**src/rtl/uart_tx_arbiter_if.sv**
```systemverilog
// -----------------------------------------------------------------------------
// uart_tx_arbiter_if
// Bundles the requester-side byte streams and the TX FIFO write port used by
// uart_tx_arbiter.
//   req_valid_i  [NUM_REQ]             per-requester byte valid
//   req_data_i   [NUM_REQ*DATA_WIDTH]  packed bytes, requester k at [k*DATA_WIDTH +: DATA_WIDTH]
//   req_last_i   [NUM_REQ]             last byte of a requester's packet
//   req_ready_o  [NUM_REQ]             per-requester accept strobe
//   fifo_full_i                        TX FIFO full
//   fifo_wr_en_o                       TX FIFO write strobe
//   fifo_data_o  [DATA_WIDTH]          TX FIFO write data
// Modports: master = requesters/FIFO side (drives the *_i signals),
//           slave  = arbiter (drives the *_o signals).
// -----------------------------------------------------------------------------
interface uart_tx_arbiter_if #(
    parameter int NUM_REQ    = 4,
    parameter int DATA_WIDTH = 8
);
    logic [NUM_REQ-1:0]            req_valid_i;
    logic [NUM_REQ*DATA_WIDTH-1:0] req_data_i;
    logic [NUM_REQ-1:0]            req_last_i;
    logic [NUM_REQ-1:0]            req_ready_o;
    logic                          fifo_full_i;
    logic                          fifo_wr_en_o;
    logic [DATA_WIDTH-1:0]         fifo_data_o;

    modport master (
        output req_valid_i, req_data_i, req_last_i, fifo_full_i,
        input  req_ready_o, fifo_wr_en_o, fifo_data_o
    );

    modport slave (
        input  req_valid_i, req_data_i, req_last_i, fifo_full_i,
        output req_ready_o, fifo_wr_en_o, fifo_data_o
    );
endinterface

```
**src/rtl/uart_tx_arbiter.sv**
```systemverilog
// -----------------------------------------------------------------------------
// uart_tx_arbiter
// Grants one of NUM_REQ byte streams at a time access to a shared UART TX
// FIFO. A grant lasts until the owner sends its last byte, MAX_BURST bytes
// have been written, or the owner stalls for TIMEOUT_CYCLES cycles. Every
// release is followed by at least one IDLE cycle before the next grant.
//
// Ports
//   pclk_i        clock, rising edge
//   presetn_i     asynchronous active-low reset
//   arb_enable_i  permits new grants from IDLE (never aborts a burst)
//   bus           uart_tx_arbiter_if.slave: requester streams + FIFO write port
//   grant_o       one-hot current owner, zero when none
//   busy_o        high while a burst is in progress
//   timeout_o     one-cycle pulse after a stalled grant is revoked
//
// Build option
//   UART_TX_ARB_PRIO_EN  when defined, requester 0 wins every IDLE
//                        arbitration it takes part in; the others keep
//                        rotating round-robin. Undefined: pure round-robin.
// -----------------------------------------------------------------------------
module uart_tx_arbiter #(
    parameter int NUM_REQ        = 4,
    parameter int DATA_WIDTH     = 8,
    parameter int MAX_BURST      = 16,
    parameter int TIMEOUT_CYCLES = 255
) (
    input  logic               pclk_i,
    input  logic               presetn_i,
    input  logic               arb_enable_i,
    uart_tx_arbiter_if.slave   bus,
    output logic [NUM_REQ-1:0] grant_o,
    output logic               busy_o,
    output logic               timeout_o
);

    localparam int IDX_W  = (NUM_REQ > 1) ? $clog2(NUM_REQ) : 1;
    localparam int BCNT_W = $clog2(MAX_BURST) + 1;
    localparam int ICNT_W = $clog2(TIMEOUT_CYCLES + 1);

    typedef enum logic {S_IDLE, S_BURST} state_t;

    state_t                r_state;
    logic [NUM_REQ-1:0]    r_grant;
    logic                  r_busy;
    logic                  r_timeout;
    logic [IDX_W-1:0]      r_owner;
    logic [IDX_W-1:0]      r_last_owner;
    logic [BCNT_W-1:0]     r_burst_cnt;
    logic [ICNT_W-1:0]     r_idle_cnt;

    logic [NUM_REQ-1:0]    w_ready;
    logic                  w_owner_valid;
    logic                  w_owner_last;
    logic [DATA_WIDTH-1:0] w_owner_byte;
    logic                  w_xfer;
    logic                  w_release;
    logic                  w_found;
    logic [IDX_W-1:0]      w_win;
    logic [IDX_W-1:0]      w_idx;

    // Owner-side view of the request bus. A compare-per-requester mux keeps
    // the indexing constant, which also covers non power-of-two NUM_REQ.
    always_comb begin
        w_ready       = '0;
        w_owner_valid = 1'b0;
        w_owner_last  = 1'b0;
        w_owner_byte  = '0;
        for (int k = 0; k < NUM_REQ; k++) begin
            if (r_owner == IDX_W'(k)) begin
                w_ready[k]    = (r_state == S_BURST) && !bus.fifo_full_i;
                w_owner_valid = bus.req_valid_i[k];
                w_owner_last  = bus.req_last_i[k];
                w_owner_byte  = bus.req_data_i[k*DATA_WIDTH +: DATA_WIDTH];
            end
        end
    end

    assign w_xfer = (r_state == S_BURST) && w_owner_valid && !bus.fifo_full_i;

    // The transfer that completes the packet or fills the burst ends the grant.
    assign w_release = w_xfer &&
                       (w_owner_last || (r_burst_cnt == BCNT_W'(MAX_BURST - 1)));

    assign bus.req_ready_o  = w_ready;
    assign bus.fifo_wr_en_o = w_xfer;
    assign bus.fifo_data_o  = w_xfer ? w_owner_byte : '0;

    // Round-robin search starting just after the previous owner.
    always_comb begin
        w_found = 1'b0;
        w_win   = '0;
        w_idx   = '0;
        for (int i = 1; i <= NUM_REQ; i++) begin
            w_idx = IDX_W'((int'(r_last_owner) + i) % NUM_REQ);
            if (!w_found && bus.req_valid_i[w_idx]) begin
                w_found = 1'b1;
                w_win   = w_idx;
            end
        end
`ifdef UART_TX_ARB_PRIO_EN
        // Requester 0 overrides the rotation whenever it is asking.
        if (bus.req_valid_i[0]) begin
            w_found = 1'b1;
            w_win   = '0;
        end
`endif
    end

    always_ff @(posedge pclk_i or negedge presetn_i) begin
        if (!presetn_i) begin
            r_state      <= S_IDLE;
            r_grant      <= '0;
            r_busy       <= 1'b0;
            r_timeout    <= 1'b0;
            r_owner      <= '0;
            r_last_owner <= IDX_W'(NUM_REQ - 1);
            r_burst_cnt  <= '0;
            r_idle_cnt   <= '0;
        end else begin
            r_timeout <= 1'b0;
            case (r_state)
                S_IDLE: begin
                    if (arb_enable_i && w_found) begin
                        r_state     <= S_BURST;
                        r_busy      <= 1'b1;
                        r_owner     <= w_win;
                        r_grant     <= NUM_REQ'(1) << w_win;
                        r_burst_cnt <= '0;
                        r_idle_cnt  <= '0;
                    end
                end
                S_BURST: begin
                    if (w_xfer) begin
                        r_burst_cnt <= r_burst_cnt + 1'b1;
                        r_idle_cnt  <= '0;
                        if (w_release) begin
                            r_state      <= S_IDLE;
                            r_busy       <= 1'b0;
                            r_grant      <= '0;
                            r_last_owner <= r_owner;
                        end
                    end else begin
                        // Stall cycles (owner not valid or FIFO full) both count.
                        r_idle_cnt <= r_idle_cnt + 1'b1;
                        if (r_idle_cnt == ICNT_W'(TIMEOUT_CYCLES - 1)) begin
                            r_state      <= S_IDLE;
                            r_busy       <= 1'b0;
                            r_grant      <= '0;
                            r_last_owner <= r_owner;
                            r_timeout    <= 1'b1;
                        end
                    end
                end
                default: begin
                    r_state <= S_IDLE;
                    r_busy  <= 1'b0;
                    r_grant <= '0;
                end
            endcase
        end
    end

    assign grant_o   = r_grant;
    assign busy_o    = r_busy;
    assign timeout_o = r_timeout;

endmodule

```
**src/flat_wrapper.sv**
```systemverilog
// flat-port wrapper written by rule: the top's interface ports become plain ports
module uart_tx_arbiter_flat 
#(
    parameter int NUM_REQ        = 4,
    parameter int DATA_WIDTH     = 8,
    parameter int MAX_BURST      = 16,
    parameter int TIMEOUT_CYCLES = 255
)
  (pclk_i, presetn_i, arb_enable_i, grant_o, busy_o, timeout_o, bus_req_valid_i, bus_req_data_i, bus_req_last_i, bus_fifo_full_i, bus_req_ready_o, bus_fifo_wr_en_o, bus_fifo_data_o);
  uart_tx_arbiter_if #(.NUM_REQ(NUM_REQ), .DATA_WIDTH(DATA_WIDTH)) bus_i ();
  input  logic pclk_i;
  input  logic presetn_i;
  input  logic arb_enable_i;
  output logic [NUM_REQ-1:0] grant_o;
  output logic busy_o;
  output logic timeout_o;
  input wire logic [$bits(bus_i.req_valid_i)-1:0] bus_req_valid_i;
  input wire logic [$bits(bus_i.req_data_i)-1:0] bus_req_data_i;
  input wire logic [$bits(bus_i.req_last_i)-1:0] bus_req_last_i;
  input wire logic [$bits(bus_i.fifo_full_i)-1:0] bus_fifo_full_i;
  output wire logic [$bits(bus_i.req_ready_o)-1:0] bus_req_ready_o;
  output wire logic [$bits(bus_i.fifo_wr_en_o)-1:0] bus_fifo_wr_en_o;
  output wire logic [$bits(bus_i.fifo_data_o)-1:0] bus_fifo_data_o;
  assign bus_i.req_valid_i = bus_req_valid_i;
  assign bus_i.req_data_i = bus_req_data_i;
  assign bus_i.req_last_i = bus_req_last_i;
  assign bus_i.fifo_full_i = bus_fifo_full_i;
  assign bus_req_ready_o = bus_i.req_ready_o;
  assign bus_fifo_wr_en_o = bus_i.fifo_wr_en_o;
  assign bus_fifo_data_o = bus_i.fifo_data_o;
  uart_tx_arbiter #(.NUM_REQ(NUM_REQ), .DATA_WIDTH(DATA_WIDTH), .MAX_BURST(MAX_BURST), .TIMEOUT_CYCLES(TIMEOUT_CYCLES)) u_core (.pclk_i(pclk_i), .presetn_i(presetn_i), .arb_enable_i(arb_enable_i), .bus(bus_i), .grant_o(grant_o), .busy_o(busy_o), .timeout_o(timeout_o));
endmodule
```
**config.mk**
```make
export PLATFORM = sky130hd
export DESIGN_NAME = uart_tx_arbiter_flat
export DESIGN_NICKNAME = d
export VERILOG_FILES = /design/src/rtl/uart_tx_arbiter_if.sv /design/src/rtl/uart_tx_arbiter.sv /design/src/flat_wrapper.sv
export SDC_FILE = /design/constraint.sdc
export NUM_CORES = 1
export LEC_CHECK = 0
export CAP_MARGIN = 10
export CORE_ASPECT_RATIO = 0.5
export CORE_MARGIN = 4
export CORE_UTILIZATION = 30
export CTS_BUF_LIST = sky130_fd_sc_hd__clkbuf_4 sky130_fd_sc_hd__clkbuf_8
export DETAILED_ROUTE_END_ITERATION = 7
export GPL_ROUTABILITY_DRIVEN = 0
export SLEW_MARGIN = 20
export SYNTH_ARGS = -nofsm -noshare
export SYNTH_HDL_FRONTEND = slang
export SYNTH_SLANG_ARGS = --single-unit
```
**constraint.sdc**
```tcl
create_clock -name pclk_i -period 1.9 [get_ports pclk_i]
set_input_delay 0.285 -clock pclk_i [delete_from_list [all_inputs] [get_ports pclk_i]]
set_output_delay 0.285 -clock pclk_i [all_outputs]
set_load 0.005 [all_outputs]
```
==> results of run 1 <==
-- power by group --
| group | switching [mW] | leakage, nW | internal (mW) |
|---|---|---|---|
| Clock | 0.176 | 0.0357 | 0.282 |
| Sequential | 0.155 | 0.308 | 0.689 |
| Combinational | 0.813 | 0.851 | 1.18 |
-- timing repair --
action	CTS	global route
setup buffers	12	1
endpoints found under the hold margin	0	0
resized for setup	56	20
setup endpoints to repair	13	18
hold buffers	0	0
cloned	2	0
pin swaps	4	5
-- flip-flops by register name, indices dropped and copies added (netlist names) --
| register | flops |
|---|---|
| u_core.busy_o | 1 |
| u_core.grant_o | 4 |
| u_core.r_burst_cnt | 5 |
| u_core.r_idle_cnt | 8 |
| u_core.r_last_owner | 2 |
| u_core.r_owner | 2 |
| u_core.r_state | 1 |
| u_core.timeout_o | 1 |
-- cell usage in the layout, fill, tap and decap left out, drive strengths merged --
cell | netlist | layout
xor2 | 3 | 3
mux2 | 2 | 2
a31oi | 3 | 3
o41ai | 1 | 1
nor3b | 1 | 1
a211oi | 1 | 1
mux2i | 3 | 3
o21ai | 10 | 10
o221a | 1 | 1
o22ai | 1 | 1
o32ai | 5 | 5
clkbuf | 2 | 7
dfstp | 2 | 2
and3 | 12 | 12
clkdlybuf4s50 | 0 | 49
bufinv | 0 | 1
buf | 7 | 41
ha | 4 | 4
a21o | 2 | 2
and3b | 2 | 2
dlygate4sd2 | 0 | 2
a21oi | 5 | 5
nor2b | 3 | 3
nand3 | 8 | 8
o221ai | 1 | 1
inv | 5 | 5
or2 | 2 | 2
nor3 | 2 | 2
nand2b | 4 | 4
mux4 | 10 | 11
dfrtp | 22 | 22
xnor2 | 1 | 1
or3 | 1 | 1
a211o | 1 | 1
o21bai | 1 | 1
nand2 | 18 | 18
nor2 | 10 | 10
-- routing by layer --
metal	track usage, %	vias to the layer above	part of all wire [%]
li1	-	766	-
met1	19.57	753	48
met2	25.55	62	44
met3	3.640	5	7.0
met4	3.596	0	0.99
met5	0	-	0
-- final timing paths --
kind / from / endpoint
max: u_core.r_owner[0]$_DFFE_PN0P_ / bus_fifo_data_o[0]
min: presetn_i / u_core.r_burst_cnt[1]$_DFFE_PN0P_
max reg2reg: u_core.r_owner[0]$_DFFE_PN0P_ / u_core.r_last_owner[0]$_DFFE_PN1P_
min reg2reg: u_core.r_burst_cnt[4]$_DFFE_PN0P_ / u_core.r_burst_cnt[4]$_DFFE_PN0P_
max in group asynchronous: presetn_i / u_core.r_last_owner[0]$_DFFE_PN1P_
min in group pclk_i: u_core.r_burst_cnt[4]$_DFFE_PN0P_ / u_core.r_burst_cnt[4]$_DFFE_PN0P_
-- kinds of logic after synthesis --
logic type                 Yosys count
and+or+nand+nor                     63
AOI/OAI and AO/OA                   32
DFF                                 24
muxes                               15
buffers and inverters               14
xor gates and xnor gates             4
adders and majority gates            4
-- per-stage QoR --
step / setup WS, ns / area, sq um / total power [mW] / util, %
after floorplan: 0.1998 / 1623 / 1.768 / -
after global placement: -0.3647 / 2477 / 2.457 / 48.89
after detailed placement: -0.4122 / 2477 / 2.490 / 48.89
after CTS: -0.2320 / 2731 / 3.307 / 53.90
after global routing: -0.2157 / 2738 / 3.529 / 54.02
final: -0.1604 / 2738 / 3.300 / 54.02
-- cell type report --
| type | count | share of cell area [%] |
|---|---|---|
| clock buffers | 3 | 1.508 |
| multi-input cells | 119 | 37.89 |
| flip-flops and latches | 24 | 22.07 |
| well taps | 70 | 3.199 |
| repair buffers | 96 | 33.55 |
| clock inverters | 1 | 1.097 |
| inverters | 5 | 0.6856 |
==> impl_metrics.tcl, run 1 <==
set metrics [dict create \
    ff2ff_path_depth 6 \
    first_pass_iters 4 \
    crit_family "multiplexers" \
    cp_max_fo 5 \
    synth_most_common_cell "dfrtp_1" \
    dieArea_sq_um 6721 \
    filler_cell_count 455 \
    synth_top_family_by_area "simple AND/OR/NAND/NOR gates" \
    wl_per_cell_um 15.49 \
    slew_headroom_pct 78.39 \
    avgSynthCellArea_sq_um 10.40 \
    fp.dieH_um 60.01 \
    dp_hpwl_mm 3.471 \
    initial_utilization_pct 32.02 \
    yosys.area.top_type "dfrtp_1" \
    hold_viol_final 0 \
    drcViolationCount 0 \
    routed_wl_mm 4.925 \
    ant_nets 0 \
    cp.arrival_ns 1.78 \
    clk_latency_ns 0.27 \
    cts_buffers 3 \
    antenna_cells 0 \
    crit_buf_inv 3 \
    synth_edf_count 0 \
    ys.warnings.count 0 \
    synth_seq_area_share_pct 37.16 \
    synth.mux.area_fraction_pct 18.04 \
    synth_top_area_share_pct 33.92 \
    grt_max_degree 25 \
    cts_sinks 24 \
    grt_pass1_wl_mm 7.859 \
    syn_area_sq_um 1623 \
    ios 63 \
    synthXorXnorAreaFrac_pct 2.159 \
    cts.clk_slew.worst_paths_ns 0.09 \
    outcome "finished with violations" \
    cp.required_ns 1.62 \
    hold_class "input port to async pin" \
    p_leak_nw 1.194 \
    multiInputGateArea_sq_um 1037 \
    start_kind "register" \
    synth_common_cells "22 x dfrtp_1, 17 x nand2_1, 12 x and3_1" \
    setup_viol 10 \
    grt-ovfl-total 0 \
    core-area_sq_um 5067 \
    setup_ws_ns -0.1604 \
    synth-async-reset-ratio_pct 100.0 \
    fin_skew_ns 0.004019 \
    instances_no_fill 318 \
    cts_tree "yes" \
    synth_adder_area_share_pct 3.084 \
    slowest_delay_ns 0.54 \
    num_rows 18 \
    violations "setup timing" \
    numPortBuffers 62 \
    h-tree-depth 1 \
    crit_slowest_cell "mux4_2" \
    syn_inst 156 \
    cts.path.max_buffers 2 \
    antenna_found_initial 0 \
    grt_pass1_vias 1549 \
    ys.flop_type "dfrtp_1" \
    synth_area_leaders "dfrtp_1 34%, mux4_2 11%, and3_1 4.6%" \
    power_density_nw_per_um2 1205 \
    max_cap_viol_count 0 \
    drt_iter0_drc 75 \
    whs_ns 0.3624 \
    synth_nets 204 \
    dpl.cell_count 302 \
    end_kind "output port" \
    period_needed_ns 2.060 \
    final-seq-area_sq_um 604.3 \
    drive_gt1_share_pct 33.87 \
    synthSimpleGateAreaFrac_pct 20.51 \
    reg2reg_setup_slack_ns 0.02 \
    tns_ns -0.9516 \
    ys_types 42 \
    period_share_pct 108.4 \
    worstPathCellList "buf_6, mux4_2, buf_6, and3_4, buf_6" \
    syn_to_final_growth_pct 68.70 \
    fin_nets 297 \
    max_freq_mhz 485.3 \
    cp.depth 5 \
    critPathKind "register to output port" \
    track_usage_pct 14.95 \
    via_per_inst 4.987 \
    rsz0062_at_grt "true" \
    path_common_cell "buf_6" \
    synth_compound_area_share_pct 14.73 \
    drv_slew 0 \
    synth_seq_cells 24 \
    die_width_um 112.0 \
    ir_worst_vdd_uv 446.4 \
    worst_pin_slew_ns 0.3241 \
    dr_total_vias 1586 \
    cts_root_buffer "clkbuf_8" \
]
Power figures use the tool's default switching activity.
==> run 2: changes to the inputs <==
--- a/config.mk
+++ b/config.mk
@@ -11,6 +11,7 @@
 export CORE_UTILIZATION = 30
 export CTS_BUF_LIST = sky130_fd_sc_hd__clkbuf_4 sky130_fd_sc_hd__clkbuf_8
 export DETAILED_ROUTE_END_ITERATION = 7
+export DONT_BUFFER_PORTS = 1
 export GPL_ROUTABILITY_DRIVEN = 0
 export SLEW_MARGIN = 20
 export SYNTH_ARGS = -nofsm -noshare
==> run 2 against run 1 <==
Compared with the run above: the run ends with hold timing left; critical path depth decreased by 2; sequential share of layout area increased by 11 points; fmax increased by 9.4%; first-iteration DRC count decreased by 29%; largest power group unchanged.
==> impl_metrics.tcl, run 2 (synthesized netlist as in run 1, its figures left out) <==
set metrics [dict create \
    worst_pin_slew_ns 0.5500 \
    p_leak_nw 0.7944 \
    fin_area_sq_um 1833 \
    instances_no_fill 233 \
    cp.required_ns 1.62 \
    hold_class "input port to async pin" \
    dp_hpwl_mm 3.064 \
    ant_nets 0 \
    power_frac_comb_pct 51.1 \
    cts.path.max_buffers 2 \
    end_kind "output port" \
    dieArea_sq_um 6721 \
    top_register "u_core.r_idle_cnt" \
    fin_nets 212 \
    cts_root_buffer "clkbuf_8" \
    die_width_um 112.0 \
    max_cap_viol_count 0 \
    wl_per_cell_um 16.70 \
    slew_headroom_pct 63.33 \
    power.share.sequential_pct 34.9 \
    routed_wl_mm 3.890 \
    whs_ns -0.008673 \
    slowest_delay_ns 0.53 \
    period_share_pct 99.14 \
    track_usage_pct 11.22 \
    crit_buf_inv 1 \
    drt_iter0_drc 53 \
    drive_gt1_share_pct 24.54 \
    num_rows 18 \
    fin_skew_ns 0.005214 \
    numPortBuffers 0 \
    mostFrequentLayoutCell "dfrtp_1" \
    antenna_cells 0 \
    cp_max_fo 12 \
    p_sw_mw 0.9510 \
    fin_util_pct 36.17 \
    start_kind "register" \
    setup_viol 0 \
    filler_cell_count 516 \
    grt_max_degree 25 \
    p_int_mw 1.536 \
    cts_tree "yes" \
    cp.arrival_ns 1.60 \
    initial_utilization_pct 32.02 \
    grt_pass1_wl_mm 5.982 \
    h-tree-depth 1 \
    crit_family "multiplexers" \
    pwr-share-clk_pct 14.1 \
    cts_sinks 24 \
    sw_frac_of_total_pct 38.25 \
    core-area_sq_um 5067 \
    cts.clk_slew.worst_paths_ns 0.09 \
    first_pass_iters 4 \
    ios 63 \
    ir_worst_vdd_uv 350.1 \
    placed_area_sq_um 1712 \
    final_cell_mix "21 x dfrtp_1, 17 x nand2_1, 11 x and3_1" \
    cts_buffers 3 \
    syn_to_final_growth_pct 12.95 \
    fp.dieH_um 60.01 \
    grt_pass1_vias 1234 \
    rsz0062_at_grt "true" \
    pre_cts_ws_ns 0.02552 \
    via_per_inst 5.300 \
    max_freq_mhz 530.9 \
    worstPathCellList "buf_12, mux4_1, and3_1" \
    antenna_found_initial 0 \
    critPathKind "register to output port" \
    power_density_nw_per_um2 1357 \
    dpl.cell_count 224 \
    drcViolationCount 0 \
    crit_slowest_cell "mux4_1" \
    period_needed_ns 1.884 \
    grt-ovfl-total 0 \
    drv_slew 0 \
    outcome "finished with violations" \
    hold_viol_final 15 \
    setup_ws_ns 0.01628 \
    largest_reg_flops 8 \
    clk_latency_ns 0.27 \
    violations "hold timing" \
    dr_total_vias 1235 \
]
## run 2: cell count changes in the layout (fill, tap and decap cells not counted), sizes merged
| cell | delta |
|---|---|
| mux4 | -1 |
| buf | -29 |
| clkdlybuf4s50 | -49 |
| dlygate4sd2 | -2 |
| bufinv | -1 |
| clkbuf | -3 |
## run 2: final cells by class
| cell class | count | area [sq um] | share of cell area [%] |
|---|---|---|---|
| multi-input combinational | 118 | 959.7 | 52.35 |
| sequential | 24 | 604.3 | 32.97 |
| inverter | 5 | 18.77 | 1.024 |
| clock buffer | 4 | 55.05 | 3.003 |
| tap | 70 | 87.58 | 4.778 |
| timing repair buffer | 12 | 107.6 | 5.870 |
## run 2: power groups by stage
stage	logic [mW]	registers, mW	clock network (mW)
floorplan	0.959	0.808	0
global placement	1.09	0.881	0
detailed placement	1.12	0.889	0
CTS	1.23	0.870	0.362
global route	1.40	0.901	0.390
finish	1.27	0.867	0.350
## run 2: layer usage
layer	share of wire, %	wire [um]	up-vias	track usage [%]
met5	0	0	-	0
met4	0.87	34	0	2.568
met3	8.2	319	5	4.044
met2	48	1878	50	21.55
met1	43	1657	589	12.19
li1	-	-	591	-
## run 2: final timing paths
check	endpoint	slack [ns]	cells after the start	start
setup / recovery	bus_fifo_data_o[7]	0.02	3	u_core.r_owner[0]$_DFFE_PN0P_
hold / removal	u_core.timeout_o$_DFF_PN0_	-0.009	1	presetn_i
setup reg to reg	u_core.busy_o$_DFFE_PN0P_	0.12	7	u_core.r_idle_cnt[0]$_DFFE_PN0P_
hold reg to reg	u_core.r_idle_cnt[5]$_DFFE_PN0P_	0.51	1	u_core.r_idle_cnt[5]$_DFFE_PN0P_
max in group asynchronous	u_core.r_owner[0]$_DFFE_PN0P_	1.52	1	presetn_i
min in group pclk_i	u_core.r_burst_cnt[2]$_DFFE_PN0P_	0.27	3	arb_enable_i
## run 2: timing repair
| action | 4_1_cts | 5_1_grt |
|---|---|---|
| resized for setup | 4 | 6 |
| hold buffers | 1 | 0 |
| setup buffers | 3 | 1 |
| endpoints found under the hold margin | 24 | 0 |
| endpoints found under the setup margin | 9 | 9 |
## run 2: per-stage QoR
stage          setup TNS [ns]  total power, mW
2_1_floorplan               0            1.768
3_3_place_gp                0            1.975
3_5_place_dp                0            2.013
4_1_cts                     0            2.458
5_1_grt               -0.3954            2.688
6_report                    0            2.487
==> run 3: changes to the inputs <==
--- a/config.mk
+++ b/config.mk
@@ -13,6 +13,7 @@
 export DETAILED_ROUTE_END_ITERATION = 7
 export DONT_BUFFER_PORTS = 1
 export GPL_ROUTABILITY_DRIVEN = 0
+export SKIP_CTS_REPAIR_TIMING = 1
 export SLEW_MARGIN = 20
 export SYNTH_ARGS = -nofsm -noshare
 export SYNTH_HDL_FRONTEND = slang
==> run 3 against run 2 <==
Compared with the run above: the flow now finishes without violations; die area did not move; total power rose by 2.7%; clock skew fell by 0.0020 ns; clock power barely moved; via count fell by 0.73%; sequential share of layout area fell by 1.1 points; cell area rose by 3.4%; critical path depth did not move; wire length rose by 1.5%; largest power group unchanged.
==> impl_metrics.tcl, run 3 (synthesized netlist as in run 1, its figures left out) <==
set metrics [dict create \
    cts.path.max_buffers 2 \
    sw_frac_of_total_pct 38.00 \
    instances_no_fill 235 \
    ios 63 \
    largest_reg_flops 8 \
    antenna_found_initial 0 \
    fin_skew_ns 0.003242 \
    fin_nets 214 \
    p_sw_mw 0.9708 \
    numPortBuffers 0 \
    period_share_pct 99.05 \
    final_cell_mix "21 x dfrtp_1, 17 x nand2_1" \
    core-area_sq_um 5067 \
    grt-ovfl-total 0 \
    first_pass_iters 4 \
    drcViolationCount 0 \
    grt_pass1_vias 1239 \
    drt_iter0_drc 41 \
    ant_nets 0 \
    critPathKind "register to output port" \
    h-tree-depth 1 \
    p_int_mw 1.584 \
    hold_viol_final 0 \
    power_density_nw_per_um2 1348 \
    whs_ns 0.2676 \
    clk_latency_ns 0.27 \
    power.share.sequential_pct 34.0 \
    num_rows 18 \
    grt_max_degree 25 \
    hold_class "input port to register" \
    slew_headroom_pct 72.31 \
    cp_max_fo 12 \
    cts_tree "yes" \
    drive_gt1_share_pct 28.48 \
    period_needed_ns 1.882 \
    outcome "complete, no violations" \
    drv_slew 0 \
    top_register "u_core.r_idle_cnt" \
    p_leak_nw 0.7999 \
    via_per_inst 5.217 \
    cts_root_buffer "clkbuf_8" \
    ir_worst_vdd_uv 317.5 \
    cts.clk_slew.worst_paths_ns 0.08 \
    track_usage_pct 11.21 \
    antenna_cells 0 \
    cp.required_ns 1.62 \
    rsz0062_at_grt "true" \
    cts_sinks 24 \
    worst_pin_slew_ns 0.4129 \
    cts_buffers 3 \
    routed_wl_mm 3.948 \
    wl_per_cell_um 16.80 \
    reg2reg_setup_slack_ns 0.08 \
    die_width_um 112.0 \
    pwr-share-clk_pct 13.6 \
    max_freq_mhz 531.4 \
    setup_viol 0 \
    syn_to_final_growth_pct 16.81 \
    mostFrequentLayoutCell "dfrtp_1" \
    dp_hpwl_mm 3.064 \
    dpl.cell_count 224 \
    initial_utilization_pct 32.02 \
    max_cap_viol_count 0 \
    start_kind "register" \
    dr_total_vias 1226 \
    fp.dieH_um 60.01 \
    cp.arrival_ns 1.60 \
    grt_pass1_wl_mm 5.961 \
    end_kind "output port" \
    dieArea_sq_um 6721 \
    power_frac_comb_pct 52.4 \
]
-- run 3: changes by cell type in the layout (fill, tap and decap cells not counted), sizes merged --
cell	before	now
buf	12	13
dlygate4sd3	0	1
-- run 3: power by group through the flow --
stage               sequential (mW)  combinational, mW  clock (mW)
floorplan                     0.808              0.959           0
global placement              0.881               1.09           0
detailed placement            0.889               1.12           0
CTS                           0.878               1.13       0.362
global route                  0.902               1.47       0.390
finish                        0.868               1.34       0.348
-- run 3: critical path, stage by stage, from the launching register on --
cell,delay [ns]
dfrtp_2,0.43
buf_12,0.16
mux4_1,0.53
and3_1,0.21
-- run 3: area by class of cell --
| class | count | area [sq um] |
|---|---|---|
| clock buffers | 4 | 55.05 |
| fillers | 501 | 3172 |
| inverters | 5 | 18.77 |
| multi-input cells | 118 | 989.7 |
| flip-flops and latches | 24 | 604.3 |
| well taps | 70 | 87.58 |
| repair buffers | 14 | 140.1 |
-- run 3: path summary, 6_finish.rpt --
kind                                                   from                                  to  cells past startpoint
min in group asynchronous                         presetn_i   u_core.r_burst_cnt[0]$_DFFE_PN0P_                      2
min                                            arb_enable_i   u_core.r_burst_cnt[2]$_DFFE_PN0P_                      3
max in group asynchronous                         presetn_i  u_core.r_last_owner[1]$_DFFE_PN1P_                      2
min reg2reg                u_core.r_idle_cnt[4]$_DFFE_PN0P_    u_core.r_idle_cnt[4]$_DFFE_PN0P_                      1
max reg2reg                   u_core.r_owner[0]$_DFFE_PN0P_       u_core.grant_o[2]$_DFFE_PN0P_                      7
max                           u_core.r_owner[0]$_DFFE_PN0P_                  bus_fifo_data_o[7]                      3
-- run 3: per-stage QoR --
stage / TNS, ns / area [sq um] / power, mW / utilization (%) / worst slack [ns]
2_1_floorplan: 0 / 1623 / 1.768 / - / 0.1998
3_3_place_gp: 0 / 1712 / 1.975 / 33.78 / 0.08058
3_5_place_dp: 0 / 1712 / 2.013 / 33.78 / 0.02552
4_1_cts: -1.825 / 1767 / 2.366 / 34.86 / -0.2602
5_1_grt: -0.3673 / 1896 / 2.762 / 37.41 / -0.05405
6_report: 0 / 1896 / 2.555 / 37.41 / 0.01812
-- run 3: layer usage --
layer  GRT usage [%]  vias up  routed length (um)
li1                -      595                   -
met1           12.02      580                1619
met2           21.72       46                1989
met3           4.044        5                 305
met4           2.568        0                  34
met5               0        -                   0
